<file path="src/rtl/adder_result_acc.sv">
// Frame accumulator for the adder result stream.
// Sums every `count` consecutive valid results into one total and queues the
// totals in a 2-entry FIFO drained by a ready/valid consumer. The input can
// never be stalled, so a frame that completes while the FIFO is full (and not
// being popped) is dropped, and the sticky overflow flag records the loss.
module adder_result_acc #(
   parameter int bits  = 16,
   parameter int count = 4,
   localparam int cw   = $clog2(count),
   localparam int ow   = bits + cw
) (
   input  logic            clk,
   input  logic            resetn,
   input  logic            valid,
   input  logic [bits-1:0] i,
   output logic [ow-1:0]   o,
   output logic            valid_out,
   input  logic            ready,
   output logic [1:0]      level,
   output logic            overflow
);

   // Samples remaining in the frame, counted down; the terminal count (0)
   // marks the last sample, the top value marks the first.
   localparam logic [cw-1:0] cnt_top = cw'(count - 1);

   logic [cw-1:0] left;
   logic [ow-1:0] acc;
   logic [ow-1:0] sum;
   logic [ow-1:0] head;
   logic [ow-1:0] second;
   logic          first;
   logic          last;
   logic          push;
   logic          pop;

   assign first     = (left == cnt_top);
   assign last      = (left == '0);
   assign push      = valid && last;
   assign valid_out = (level != 2'd0);
   assign pop       = valid_out && ready;
   assign o         = head;

   // Running sum; the first sample of a frame ignores whatever acc holds.
   always_comb begin
      sum = (first ? '0 : acc) + {{cw{1'b0}}, i};
   end

   // Sample counter and accumulator; both hold across gaps in valid.
   always_ff @(posedge clk or negedge resetn) begin
      if (!resetn) begin
         left <= cnt_top;
         acc  <= '0;
      end else if (valid) begin
         acc <= sum;
         if (last)
            left <= cnt_top;
         else
            left <= left - cw'(1);
      end
   end

   // Two-entry FIFO with push/pop resolution and sticky drop flag.
   always_ff @(posedge clk or negedge resetn) begin
      if (!resetn) begin
         head     <= '0;
         second   <= '0;
         level    <= 2'd0;
         overflow <= 1'b0;
      end else begin
         if (push && pop) begin
            // Occupancy unchanged; the new total lands behind what remains.
            if (level == 2'd2) begin
               head   <= second;
               second <= sum;
            end else begin
               head <= sum;
            end
         end else if (push) begin
            if (level == 2'd0) begin
               head  <= sum;
               level <= 2'd1;
            end else if (level == 2'd1) begin
               second <= sum;
               level  <= 2'd2;
            end else begin
               overflow <= 1'b1;
            end
         end else if (pop) begin
            head  <= second;
            level <= level - 2'd1;
         end
      end
   end

endmodule

</file>
<file path="config.mk">
export PLATFORM = sky130hd
export DESIGN_NAME = adder_result_acc
export DESIGN_NICKNAME = d
export VERILOG_FILES = /design/src/rtl/adder_result_acc.sv
export SDC_FILE = /design/constraint.sdc
export NUM_CORES = 1
export LEC_CHECK = 0
export CAP_MARGIN = 30
export CORE_ASPECT_RATIO = 0.9
export CORE_MARGIN = 2
export CORE_UTILIZATION = 64
export CTS_CLUSTER_DIAMETER = 150
export DETAILED_ROUTE_END_ITERATION = 8
export DONT_BUFFER_PORTS = 1
export PLACE_DENSITY = 0.8
export REMOVE_ABC_BUFFERS = 1
export SETUP_SLACK_MARGIN = 0.02
export SKIP_CTS_REPAIR_TIMING = 1
export SYNTH_ARGS = -nofsm -noshare
export SYNTH_HDL_FRONTEND = slang
export SYNTH_SLANG_ARGS = --single-unit
</file>
<file path="constraint.sdc">
create_clock -name clk -period 4.4 [get_ports clk]
set_clock_uncertainty 0.2 [all_clocks]
set_input_delay 1.32 -clock clk [delete_from_list [all_inputs] [get_ports clk]]
set_output_delay 1.32 -clock clk [all_outputs]
set_load 0.005 [all_outputs]
</file>
=== Word level (Yosys, flattened, before mapping) ===
Index checks and enable logic that the tools add are counted.

* Equal/unequal tests: 7
* Multiplexer cells: 16
* Order comparisons: 0
* Reductions and logical operators: 14
* Bitwise logic cells: 3
* Add/subtract/negate cells: 3
* Shift-type cells: 0
* Multipliers: 0
* Divide/modulo/power cells: 0

{| class="wikitable"
|+ Operator list
! cell !! count
|-
| two-way mux 18 bit || 11
|-
| adder 18 x 16 -> 18 bit || 1
|-
| two-way mux 2 bit || 5
|-
| AND reduction 4 bit || 2
|-
| nonzero test 2 bit || 4
|-
| != test 3 x 1 -> 1 bit, second input constant || 2
|-
| == test 2 bit, second input constant || 2
|-
| zero test 2 bit || 2
|-
| subtractor 2 x 1 -> 2 bit, second input constant || 2
|-
| logical AND 1 bit || 3
|-
| inverter 1 bit || 3
|-
| AND reduction 3 bit || 1
|-
| nonzero test 3 bit || 1
|-
| == test 2 x 1 -> 1 bit, second input constant || 1
|-
| != test 2 x 1 -> 1 bit, second input constant || 1
|-
| != test 2 bit, second input constant || 1
|-
| AND reduction 2 bit || 1
|}

* Logic and storage cells: 49
* Memories: 0
* Input port bits: 20
* Output and inout port bits: 22
* RAM bits: 0
* Register bits after elaboration: 59
* ROM bits: 0
* Bits in latches: 0

=== Depth between registers and ports, before layout ===
* Word-level depth: 7
* Mapped depth: 13
* Mapped depth without buffers: 12

=== Worst setup path after synthesis ===
No wires, ideal clock.

* Kind: input port to flip-flop
* Start point: input port i[0]
* End point: register head[12], in the netlist o[12]
* Buffers on the path: 0
* Data required time: 4069 ps
* Setup slack: 998 ps
* Setup time: 131 ps
* Data arrival time: 3071 ps
* Stages on the path: 10
* Path through: ha_1 > inv_1 > fa_1 > nor2b_4 > o21ai_2 > nand2_2 > a21o_4 > a41oi_2 > and3_1 > or3_1

* Cells in the longest elaborated chain, start to end: 4
* Elaborated cells between the ends (all ways): 5
* Classes of those cells: add/sub: 1; mux: 4

{| class="wikitable"
|+ Ends and longest elaborated chain
! item !! RTL line !! text
|-
| start, declared || 15 || <nowiki>input logic [bits-1:0] i,</nowiki>
|-
| adder 18 x 16 -> 18 bit (*) || 46 || <nowiki>sum = (first ? '0 : acc) + {{cw{1'b0}}, i};</nowiki>
|-
| two-way mux 18 bit || 80 || <nowiki>if (level == 2'd0) begin</nowiki>
|-
| two-way mux 18 bit || 79 || <nowiki>end else if (push) begin</nowiki>
|-
| two-way mux 18 bit (*) || 71 || <nowiki>if (push && pop) begin</nowiki>
|-
| end signal, assigned || 74 || <nowiki>head <= second;</nowiki>
|-
| end signal, assigned || 77 || <nowiki>head <= sum;</nowiki>
|-
| end signal, assigned || 81 || <nowiki>head <= sum;</nowiki>
|-
| end, declared || 30 || <nowiki>logic [ow-1:0] head;</nowiki>
|}

Mark *: on every way between the ends. The rest lies on a longest branch, timed or not. The select of a mux whose other input is x is not followed.
A chain may end at the register's enable or synchronous reset.

=== Final worst setup path ===
* Start point: register left[0]
* End point: register head[15], in the netlist o[15]

* Cells in the longest elaborated chain, start to end: 6
* Elaborated cells between the ends (all ways): 13
* Classes of those cells: add/sub: 1; eq/ne: 2; mux: 5; reduce/logical: 5

{| class="wikitable"
|+ Ends and longest elaborated chain
! item !! RTL line !! text
|-
| start, declared || 27 || <nowiki>logic [cw-1:0] left;</nowiki>
|-
| start signal, assigned || 52 || <nowiki>left <= cnt_top;</nowiki>
|-
| start signal, assigned || 57 || <nowiki>left <= cnt_top;</nowiki>
|-
| start signal, assigned || 59 || <nowiki>left <= left - cw'(1);</nowiki>
|-
| == test 2 bit || 37 || <nowiki>assign first = (left == cnt_top);</nowiki>
|-
| two-way mux 18 bit || 46 ||
|-
| adder 18 x 16 -> 18 bit || 46 ||
|-
| two-way mux 18 bit || 80 ||
|-
| two-way mux 18 bit || 79 ||
|-
| two-way mux 18 bit || 71 ||
|}

Parallel ways exist; a longest one is shown, timed or not. The select of a mux whose other input is x is not followed.

==> impl_results.md <==
* DR vias/cell at 6.16
* CP Capture Type: flop
* Fin area at 3920 µm²
* Initial Util at 0.678
* Total wire length at 7.97 mm
* Pleak at 1.79 nW
* Most common cell after layout, fill and taps aside: nand2_1
* Final nets at around 420
* Chip height at 75.4 µm
* Final cell count without fillers at 449
* Max Buffers Root-to-Sink at 2
* Max-Cap Viols at 0
* Post-layout min period at 3.40 ns
* Power per cell area at approximately 830 nW/µm²
* Mapped Cells at 380
* Fmax at 294 MHz
* Post-Syn Area at 3630 µm²
* Dpl cells at 433
* Post-synth ARST share at 1.00
* Total GRT Usage at 0.277
* Post-route ant nets at 0
* Vias in the first global route at 2742
* CP Launch Type: flop
* Wire length per cell at between 15 and 20 µm
* Initial antenna violation count at 0
* Top Ports at 42
* Gpl congestion at about 0.94
* Pre-antenna DRT Iters at 4
* Die X at 83.3 µm
* WS Path Type: reg2reg
* Share of layout cells above drive strength 1 at 0.147
* Yosys warnings at 0
* Area delta synth->final at 8.01%
* Yosys reg bits at 59
* Synth Flop Type: dfrtp_1
* RSZ-0062 raised after global routing: no
* Num Clock Sinks at roughly 60
* DRC errors left at 0
* DP Area at 3660 µm²
* Hold Fails Final Rpt at 0
* Reg-to-reg setup timing slack at around 1 ns
* Status: complete, no violations
* Dpl hpwl at 5.43 mm
* Endpoints failing setup at 0
* Post-synth cell types at 57
* Row Count at 25
* Worst-Skew Late Latency at 0.34 ns
* Worst endpoint required time at 4.42 ns
* Number of diodes at 0
* Post-synth EDFFs at 0
* Crit path DAT at 3.42 ns
* Largest net degree at the start of global routing at 60
* Hold/Removal Path Class: reg2reg
* Pins Over Slew Limit at 0
* Slew @ Worst Pin at between 0.8 and 0.9 ns
* Die area at 6280 µm²
* CTS root buffer: clkbuf_8
* Mean post-synth cell area at 9.54 µm²
* Most frequent cells in the layout: 68 x nand2_1, 57 x dfrtp_1, 25 x o21ai_0
* H-tree Lvls at 3
* Core ar. at 5350 µm²
* GR Overflow Total at 0
* Worst rel slew slack at 0.439
* Critical path fanouts, max at 11
* Iter 0 DRT Violations at 148
* First-pass GRT wire length at around 13 mm
* Final worst path period share at 0.773
* Vias at around 2800
* Num CTS Buffers at 9
* Register area share after synthesis at 0.408
* Setup TNS at 0 ns
* Port Buf Inserts at 0
* Worst vdd ir at approximately 0.51 mV
* CTS tree: yes
* Worst-path clk slew at approximately 0.070 ns
-- synthesized netlist by cell type, drive strengths merged, types with 7 or more instances --
cell type | n | area [µm²]
o31ai | 7 | 57.6
o21ai | 32 | 168
clkbuf | 9 | 33.8
a21oi | 22 | 118
nor2 | 16 | 60.1
a21o | 8 | 67.6
nor2b | 22 | 145
mux2 | 16 | 184
nand2 | 69 | 262
buf | 9 | 50.0
dfrtp | 57 | 1430
ha | 21 | 263
xnor2 | 11 | 96.3
mux2i | 15 | 150
inv | 13 | 48.8
-- flip-flops by register name, summed over array words and instances, names as in the netlist --
register	count
overflow	1
o	18
level	2
acc	18
second	18
left	2
-- layer usage --
layer	part of all wire	wire length (µm)	global-route usage	vias to the layer above
li1	-	-	-	1329
met1	0.44	3520	0.350	1345
met2	0.48	3810	0.463	80
met3	0.065	521	0.0791	14
met4	0.015	119	0.109	0
met5	0	0	0	-
-- power by group --
group	internal, W	switching, W	total [W]
clock	0.000422	0.000216	0.000638
combinational	0.000716	0.000979	0.00170
sequential	0.000788	0.000143	0.000931
total	0.00192	0.00134	0.00326
-- through the flow --
stage	total power, W	setup slack [ns]	utilization	hold WS (ns)
floorplan	0.00225	0.995	-	0.242
global placement	0.00253	0.934	0.684	0.256
detailed placement	0.00260	0.849	0.684	0.262
CTS	0.00326	1.02	0.732	0.278
global route	0.00352	0.751	0.732	0.299
finish	0.00326	0.999	0.732	0.276
-- layout make-up --
class                           instances  area [µm²]
Clock buffer                           12         165
Inverter                               13        48.8
Tap cell                               67        83.8
Sequential cell                        59        1480
Clock inverter                          4        95.1
Multi-Input combinational cell        290        2010
Timing Repair Buffer                    4        30.0
Fill cell                             382        1430
-- cells by family (layout without fill, tap and decap cells) --
family / count (synthesis) / after routing / share of synthesized area
AOI/OAI and AO/OA: 96 / 96 / 0.187
xor gates and xnor gates: 12 / 12 / 0.0290
adders and majority gates: 22 / 22 / 0.0780
buffers and inverters: 31 / 33 / 0.0366
DFF: 59 / 59 / 0.408
muxes: 31 / 31 / 0.0921
and+or+nand+nor: 129 / 129 / 0.169
-- worst paths after layout --
kind,from,to,cells after the start
setup / recovery,left[0],o[15],11
hold / removal,second[4],second[4],2
setup reg to reg,left[0],o[15],11
hold reg to reg,second[4],second[4],2
max in group asynchronous,resetn,left[0],0
min in group asynchronous,resetn,acc[15],0
-- worst max-delay path: stages, from the launching register on --
cell      delay, ns
dfstp_2        0.54
ha_1           0.43
buf_4          0.28
nor2b_1        0.07
ha_1           0.41
a21oi_1        0.23
o21ai_0        0.13
a211oi_2       0.40
o211ai_2       0.12
o31ai_2        0.11
nor4_2         0.09
a221o_1        0.27
No activity file was read; power rests on OpenSTA's default activity.
